--- config.mk ---
export PLATFORM = sky130hd
export DESIGN_NAME = fft_note_classifier
export DESIGN_NICKNAME = d
export VERILOG_FILES = /design/src/rtl/fft_class_pkg.sv /design/src/rtl/fft_peak_search.sv /design/src/rtl/fft_note_classifier.sv
export SDC_FILE = /design/constraint.sdc
export NUM_CORES = 1
export LEC_CHECK = 0
export CAP_MARGIN = 15
export CELL_PAD_IN_SITES_DETAIL_PLACEMENT = 1
export CELL_PAD_IN_SITES_GLOBAL_PLACEMENT = 1
export CORE_AREA = 2 2 128 130
export DETAILED_ROUTE_END_ITERATION = 6
export DIE_AREA = 0 0 130 132
export PLACE_DENSITY_LB_ADDON = 0.1
export SLEW_MARGIN = 40
export SYNTH_ARGS = -nofsm -noshare
export SYNTH_HDL_FRONTEND = slang
export SYNTH_SLANG_ARGS = --single-unit
--- constraint.sdc ---
create_clock -name clk_104mhz -period 7.49 [get_ports clk_104mhz]
set_input_delay 1.1235 -clock clk_104mhz [delete_from_list [all_inputs] [get_ports clk_104mhz]]
set_output_delay 1.1235 -clock clk_104mhz [all_outputs]
set_load 0.005 [all_outputs]
--- src/rtl/fft_class_pkg.sv ---
// Shared types and helpers for the FFT note classifier: FSM states, class
// encoding and the band-edge counting function.
package fft_class_pkg;

  localparam int unsigned DEF_MAG_W     = 24;
  localparam int unsigned DEF_IDX_W     = 12;
  localparam int unsigned DEF_NUM_BANDS = 4;

  // Class type for the default band count; NONE sits one past the last band.
  localparam int unsigned DEF_CLS_W = $clog2(DEF_NUM_BANDS + 1);
  typedef logic [DEF_CLS_W-1:0] cls_t;
  localparam cls_t CLS_NONE = cls_t'(DEF_NUM_BANDS);

  typedef enum logic [1:0] {
    ST_TRACK   = 2'd0,
    ST_REPORT  = 2'd1,
    ST_LOCKOUT = 2'd2
  } state_t;

  // Widest configuration edge_count() can serve; callers zero-extend into it.
  localparam int unsigned MAX_BANDS  = 16;
  localparam int unsigned MAX_IDX_W  = 16;
  localparam int unsigned MAX_CLS_W  = $clog2(MAX_BANDS + 1);
  localparam int unsigned EDGE_BUS_W = (MAX_BANDS - 1) * MAX_IDX_W;

  // Band = number of active edges at or below idx; edge order is not checked.
  function automatic logic [MAX_CLS_W-1:0] edge_count(
    input logic [MAX_IDX_W-1:0]  idx,
    input logic [EDGE_BUS_W-1:0] edges,
    input int unsigned           num_edges
  );
    logic [MAX_CLS_W-1:0] cnt;
    cnt = '0;
    for (int unsigned k = 0; k < MAX_BANDS - 1; k++) begin
      if ((k < num_edges) && (idx >= edges[k*MAX_IDX_W +: MAX_IDX_W])) begin
        cnt = cnt + MAX_CLS_W'(1);
      end
    end
    return cnt;
  endfunction

endpackage

--- src/rtl/fft_peak_search.sv ---
// Per-frame peak search over an FFT magnitude stream with a bin-range gate;
// emits a one-cycle frame_done with the frame's best bin and magnitude.
module fft_peak_search #(
  parameter int unsigned MAG_W  = 24,
  parameter int unsigned IDX_W  = 12,
  parameter int unsigned BIN_LO = 1,
  parameter int unsigned BIN_HI = 1023
) (
  input  logic             clk,
  input  logic             rst_n,
  input  logic [MAG_W-1:0] mag_tdata,
  input  logic [IDX_W-1:0] mag_tuser,
  input  logic             mag_tvalid,
  input  logic             mag_tlast,
  output logic             frame_done,
  output logic [IDX_W-1:0] best_idx,
  output logic [MAG_W-1:0] best_mag
);

  logic [MAG_W-1:0] r_acc_mag;
  logic [IDX_W-1:0] r_acc_idx;
  logic             w_in_range;
  logic             w_take;
  logic             w_frame_end;
  logic [MAG_W-1:0] w_cand_mag;
  logic [IDX_W-1:0] w_cand_idx;

  // Strict compare keeps the first (lowest-bin) beat on equal magnitudes.
  assign w_in_range  = (mag_tuser >= IDX_W'(BIN_LO)) && (mag_tuser <= IDX_W'(BIN_HI));
  assign w_take      = mag_tvalid && w_in_range && (mag_tdata > r_acc_mag);
  assign w_frame_end = mag_tvalid && mag_tlast;
  assign w_cand_mag  = w_take ? mag_tdata : r_acc_mag;
  assign w_cand_idx  = w_take ? mag_tuser : r_acc_idx;

  // The closing beat is folded in, then the accumulators restart for the next frame.
  always_ff @(posedge clk or negedge rst_n) begin
    if (!rst_n) begin
      r_acc_mag  <= '0;
      r_acc_idx  <= '0;
      best_mag   <= '0;
      best_idx   <= '0;
      frame_done <= 1'b0;
    end else begin
      frame_done <= w_frame_end;
      if (w_frame_end) begin
        best_mag  <= w_cand_mag;
        best_idx  <= w_cand_idx;
        r_acc_mag <= '0;
        r_acc_idx <= '0;
      end else begin
        r_acc_mag <= w_cand_mag;
        r_acc_idx <= w_cand_idx;
      end
    end
  end

endmodule

--- src/rtl/fft_note_classifier.sv ---
// Classifies each FFT frame's peak bin into NUM_BANDS programmable bands, debounces
// across frames and reports a one-hot note followed by a frame-counted lockout.
// Optional peak debug outputs are enabled with FFT_CLASS_PEAK_OUT_EN.
module fft_note_classifier
  import fft_class_pkg::*;
#(
  parameter int unsigned MAG_W          = 24,
  parameter int unsigned IDX_W          = 12,
  parameter int unsigned NUM_BANDS      = 4,
  parameter int unsigned BIN_LO         = 1,
  parameter int unsigned BIN_HI         = 1023,
  parameter int unsigned HOLD_FRAMES    = 45,
  parameter int unsigned LOCKOUT_FRAMES = 60
) (
  input  logic                           clk_104mhz,
  input  logic                           rst_n,
  input  logic [MAG_W-1:0]               mag_tdata,
  input  logic [IDX_W-1:0]               mag_tuser,
  input  logic                           mag_tvalid,
  input  logic                           mag_tlast,
  input  logic [MAG_W-1:0]               mag_floor,
  input  logic [(NUM_BANDS-1)*IDX_W-1:0] band_edge,
  output logic [NUM_BANDS-1:0]           note_pulse,
  output logic [NUM_BANDS-1:0]           note_level,
  output logic                           busy
`ifdef FFT_CLASS_PEAK_OUT_EN
  ,
  output logic [IDX_W-1:0]               dbg_peak_idx,
  output logic [MAG_W-1:0]               dbg_peak_mag,
  output logic                           dbg_peak_valid
`endif
);

  localparam int unsigned CLS_W  = $clog2(NUM_BANDS + 1);
  localparam int unsigned HOLD_W = $clog2(HOLD_FRAMES + 1);
  localparam int unsigned LOCK_W = $clog2(LOCKOUT_FRAMES + 1);
  localparam logic [CLS_W-1:0] L_CLS_NONE = CLS_W'(NUM_BANDS);

  logic                  w_frame_done;
  logic [IDX_W-1:0]      w_best_idx;
  logic [MAG_W-1:0]      w_best_mag;
  logic [EDGE_BUS_W-1:0] w_edges_max;
  logic [MAX_CLS_W-1:0]  w_band_raw;
  logic [CLS_W-1:0]      w_cls;
  logic [NUM_BANDS-1:0]  w_onehot;

  state_t                r_state,      w_state_nxt;
  logic [HOLD_W-1:0]     r_hold_cnt,   w_hold_nxt;
  logic [LOCK_W-1:0]     r_lock_cnt,   w_lock_nxt;
  logic [CLS_W-1:0]      r_last_cls,   w_last_cls_nxt;
  logic [NUM_BANDS-1:0]  r_note_pulse, w_pulse_nxt;
  logic [NUM_BANDS-1:0]  r_note_level, w_level_nxt;
  logic                  r_busy,       w_busy_nxt;

  fft_peak_search #(
    .MAG_W  (MAG_W),
    .IDX_W  (IDX_W),
    .BIN_LO (BIN_LO),
    .BIN_HI (BIN_HI)
  ) u_peak (
    .clk        (clk_104mhz),
    .rst_n      (rst_n),
    .mag_tdata  (mag_tdata),
    .mag_tuser  (mag_tuser),
    .mag_tvalid (mag_tvalid),
    .mag_tlast  (mag_tlast),
    .frame_done (w_frame_done),
    .best_idx   (w_best_idx),
    .best_mag   (w_best_mag)
  );

  // Widen the packed edges into the package's fixed-size edge bus.
  always_comb begin
    w_edges_max = '0;
    for (int unsigned k = 0; k < NUM_BANDS - 1; k++) begin
      w_edges_max[k*MAX_IDX_W +: MAX_IDX_W] = MAX_IDX_W'(band_edge[k*IDX_W +: IDX_W]);
    end
  end

  assign w_band_raw = edge_count(MAX_IDX_W'(w_best_idx), w_edges_max, NUM_BANDS - 1);
  assign w_cls      = (w_best_mag < mag_floor) ? L_CLS_NONE : CLS_W'(w_band_raw);
  assign w_onehot   = NUM_BANDS'(1) << w_cls;

  always_ff @(posedge clk_104mhz or negedge rst_n) begin
    if (!rst_n) begin
      r_state      <= ST_TRACK;
      r_hold_cnt   <= '0;
      r_lock_cnt   <= '0;
      r_last_cls   <= L_CLS_NONE;
      r_note_pulse <= '0;
      r_note_level <= '0;
      r_busy       <= 1'b0;
    end else begin
      r_state      <= w_state_nxt;
      r_hold_cnt   <= w_hold_nxt;
      r_lock_cnt   <= w_lock_nxt;
      r_last_cls   <= w_last_cls_nxt;
      r_note_pulse <= w_pulse_nxt;
      r_note_level <= w_level_nxt;
      r_busy       <= w_busy_nxt;
    end
  end

  // Outputs are loaded on the transition so the pulse lines up with the REPORT cycle.
  always_comb begin
    w_state_nxt    = r_state;
    w_hold_nxt     = r_hold_cnt;
    w_lock_nxt     = r_lock_cnt;
    w_last_cls_nxt = r_last_cls;
    w_pulse_nxt    = '0;
    w_level_nxt    = r_note_level;
    unique case (r_state)
      ST_TRACK: begin
        if (w_frame_done) begin
          if (w_cls == L_CLS_NONE) begin
            w_hold_nxt = '0;
          end else if (w_cls == r_last_cls) begin
            w_hold_nxt = r_hold_cnt + HOLD_W'(1);
          end else begin
            w_hold_nxt = HOLD_W'(1);
          end
          w_last_cls_nxt = w_cls;
          if (w_hold_nxt == HOLD_W'(HOLD_FRAMES)) begin
            w_state_nxt = ST_REPORT;
            w_pulse_nxt = w_onehot;
            w_level_nxt = w_onehot;
          end
        end
      end
      ST_REPORT: begin
        w_lock_nxt  = '0;
        w_state_nxt = ST_LOCKOUT;
      end
      ST_LOCKOUT: begin
        // The frame that completes the lockout is consumed here, never classified.
        if (w_frame_done) begin
          w_lock_nxt = r_lock_cnt + LOCK_W'(1);
          if (w_lock_nxt == LOCK_W'(LOCKOUT_FRAMES)) begin
            w_level_nxt    = '0;
            w_hold_nxt     = '0;
            w_last_cls_nxt = L_CLS_NONE;
            w_state_nxt    = ST_TRACK;
          end
        end
      end
      default: begin
        w_state_nxt = ST_TRACK;
      end
    endcase
    w_busy_nxt = (w_state_nxt != ST_TRACK);
  end

  assign note_pulse = r_note_pulse;
  assign note_level = r_note_level;
  assign busy       = r_busy;

`ifdef FFT_CLASS_PEAK_OUT_EN
  assign dbg_peak_idx   = w_best_idx;
  assign dbg_peak_mag   = w_best_mag;
  assign dbg_peak_valid = w_frame_done;
`endif

endmodule

==> metrics.cfg <==
[cells_and_area]
fill_cells=1870
regArea_um2=2479
drive_above_1_share_pct=4.299
final_cell_mix=clkdlybuf4s50_1, nor2_1, dfrtp_1
layout_commonest_cell=clkdlybuf4s50_1
multi_input_area_um2=3835
area_growth_pct=23.43
layout.nets=1066
antenna_cells=0

[clocking]
cts.path.max_buffers=2
worst_skew_pair.late_latency_ns=0.34
post_cts_buffers=0
cts_made_buffers=9
cts-htree-levels=3
cts_tree=done
cts_hold_buf=0
cts_root_buf=clkbuf_16
clk_pin_slew_ns=0.07
ctsResizeCount=0
clock_sinks=99

[floorplan]
io_pins=109
start_util_pct=43.19
die_w_um=130
rows=46
dieArea_um2=17160
coreArea_um2=15710
die_h_um=132

[outcome]
status=finished clean

[critical_path]
critPathLaunchType=primary input
critPathLaunch=band_edge[0]
rr_startpoint=u_peak.best_idx[0]
end_kind=flip-flop
crit_required_ns=7.77
reg2regPathDepth=18
crit_fanout=10
critPathKind=in2reg
worstPathArrival_ns=5.68

[sta]
fin_worst_skew_ns=0.008228
max_clock_freq_mhz=185.2
finalCriticalPeriod_ns=5.401
hold_viol_final=0
drv_slew=0
max_slew.worst_pin.slew_ns=0.7819
holdWs_ns=0.5211
min_period_over_period_pct=72.11
max_slew_margin_pct=47.87
setup_viol=0
rsz0062_at_grt=no
tns_ns=0

[grt]
grt_max_degree=72
grt_pass1_vias=6732
track_usage_pct=23.22
grt_first_pass_wirelength_um=32480
grt.overflow.total=0
grt_antenna_before_repair=0

[power]
p_leak_nw=3.866
p_sw_share_pct=31.02
combPwrFrac_pct=26.5
p_clk_share_pct=32.1
seq_power_share_pct=41.4
power-per-cell-area_nw_per_um2=182.2
intPower_mw=1.053
worst_ir_drop_vdd_v=0.0001207
p_switching_mw=0.4735

[drt]
antenna_left=0
dr.pass1.iters=4
drt_wl_total_um=19030
num_vias=6191
vias_per_cell=5.628
wl_per_cell_um=17.30
post-route-drc-count=0
first_iter_violations=381

[yosys]
async_flop_share_pct=100.0
synth_ff_type=dfrtp_1
synth_cell_types=60
avgSynthCellArea_um2=8.591
synth_cells=790
synth_edf_count=0
ys_seq_elements=99
synthesis.area_um2=6787
syn_nets=977
ys.warnings.count=0
synth_seq_area_share_pct=36.52

[place]
io_buffer_count=108
gp_congestion=0.8499
dpl.hpwl_um=14270

[min_path]
min_from=note_level[0]
whs_path_depth=1
hp-class=reg2reg

[job]
maxCapViolCount=0

layout make-up:
cell class / instances / area share (%)
Clock inverter: 5 / 0.7170
Inverter: 91 / 4.078
Timing Repair Buffer: 115 / 13.59
Tap cell: 216 / 3.226
Multi-Input combinational cell: 563 / 45.78
Clock buffer: 11 / 3.017
Sequential cell: 99 / 29.59
flip-flops by register name, summed over array words and instances, names as in the netlist:
| register | count |
|---|---|
| u_peak.frame_done | 1 |
| r_last_cls | 3 |
| u_peak.r_acc_mag | 24 |
| note_pulse | 4 |
| u_peak.r_acc_idx | 12 |
| u_peak.best_mag | 24 |
| r_state | 2 |
| u_peak.best_idx | 12 |
| r_hold_cnt | 6 |
| r_lock_cnt | 6 |
| busy | 1 |
| note_level | 4 |
cells in the mapped netlist, types with 8 or more instances:
master	n	area share, %
a21o_1	14	1.5
nand2b_1	9	0.83
a21oi_1	32	2.4
o31ai_1	26	2.9
ha_1	87	16
nand2_1	42	2.3
o21ai_0	23	1.7
dfrtp_1	98	36
nor2_1	105	5.8
nor3_1	46	3.4
a211oi_1	36	4.0
inv_1	88	4.9
clkbuf_1	28	1.5
mux2i_1	13	1.9
nand4_1	8	0.74
nand3_1	38	2.8
final timing paths:
path	to	slack (ns)
worst max-delay path	note_pulse[3]	2.09
worst min-delay path	note_level[0]	0.52
worst max register to register	note_pulse[3]	2.81
worst min register to register	note_level[0]	0.52
max in group asynchronous	u_peak.best_mag[19]	5.58
min in group asynchronous	note_pulse[0]	0.78
per-stage QoR:
stage	cells	utilization, %	setup slack (ns)	area (µm²)	power [mW]
floorplan	790	-	2.709	6787	0.8829
global placement	1083	51.23	1.926	8049	1.020
detailed placement	1084	51.32	1.752	8064	1.049
CTS	1100	53.31	2.106	8377	1.543
global route	1100	53.31	1.835	8377	1.629
finish	1100	53.31	2.089	8377	1.527
worst max-delay path, stage by stage:
cell	delay [ns]
clkdlybuf4s50_1	0.41
ha_1	0.28
nand2b_1	0.14
a21o_1	0.18
a21o_1	0.18
a21oi_1	0.15
nor2b_1	0.06
o21ai_0	0.15
a21oi_1	0.12
a41o_1	0.26
ha_1	0.48
nand2_1	0.12
nor3_1	0.29
a32oi_2	0.14
mux2_4	0.34
or4_1	0.70
or3_4	0.44
nor2b_2	0.11
power groups by stage:
| stage | clock network [mW] | logic [mW] | registers [mW] |
|---|---|---|---|
| 3_3_place_gp | 0 | 0.380 | 0.640 |
| 4_1_cts | 0.500 | 0.410 | 0.633 |
| 5_1_grt | 0.525 | 0.464 | 0.640 |
| 3_5_place_dp | 0 | 0.406 | 0.643 |
| 2_1_floorplan | 0 | 0.257 | 0.626 |
| 6_report | 0.490 | 0.405 | 0.632 |
metal layers:
layer	share of wire (%)	wire length (µm)	global-route usage [%]	vias up
met5	0	0	0	-
met4	1.4	273	6.452	0
met3	2.9	550	2.638	20
met2	51	9717	40.23	113
met1	45	8486	30.48	3083
li1	-	-	-	2975
logic make-up (layout without fill, tap and decap cells):
family / Yosys count / in the layout / synth area share [%]
compound gates: 170 / 170 / 17.35
buf+inv: 128 / 222 / 7.227
flops: 99 / 99 / 36.52
mux: 15 / 15 / 2.304
fa+ha+maj: 87 / 87 / 16.04
simple gates: 285 / 285 / 19.78
xor+xnor: 6 / 6 / 0.7745
(Power assumes the default switching activity.)
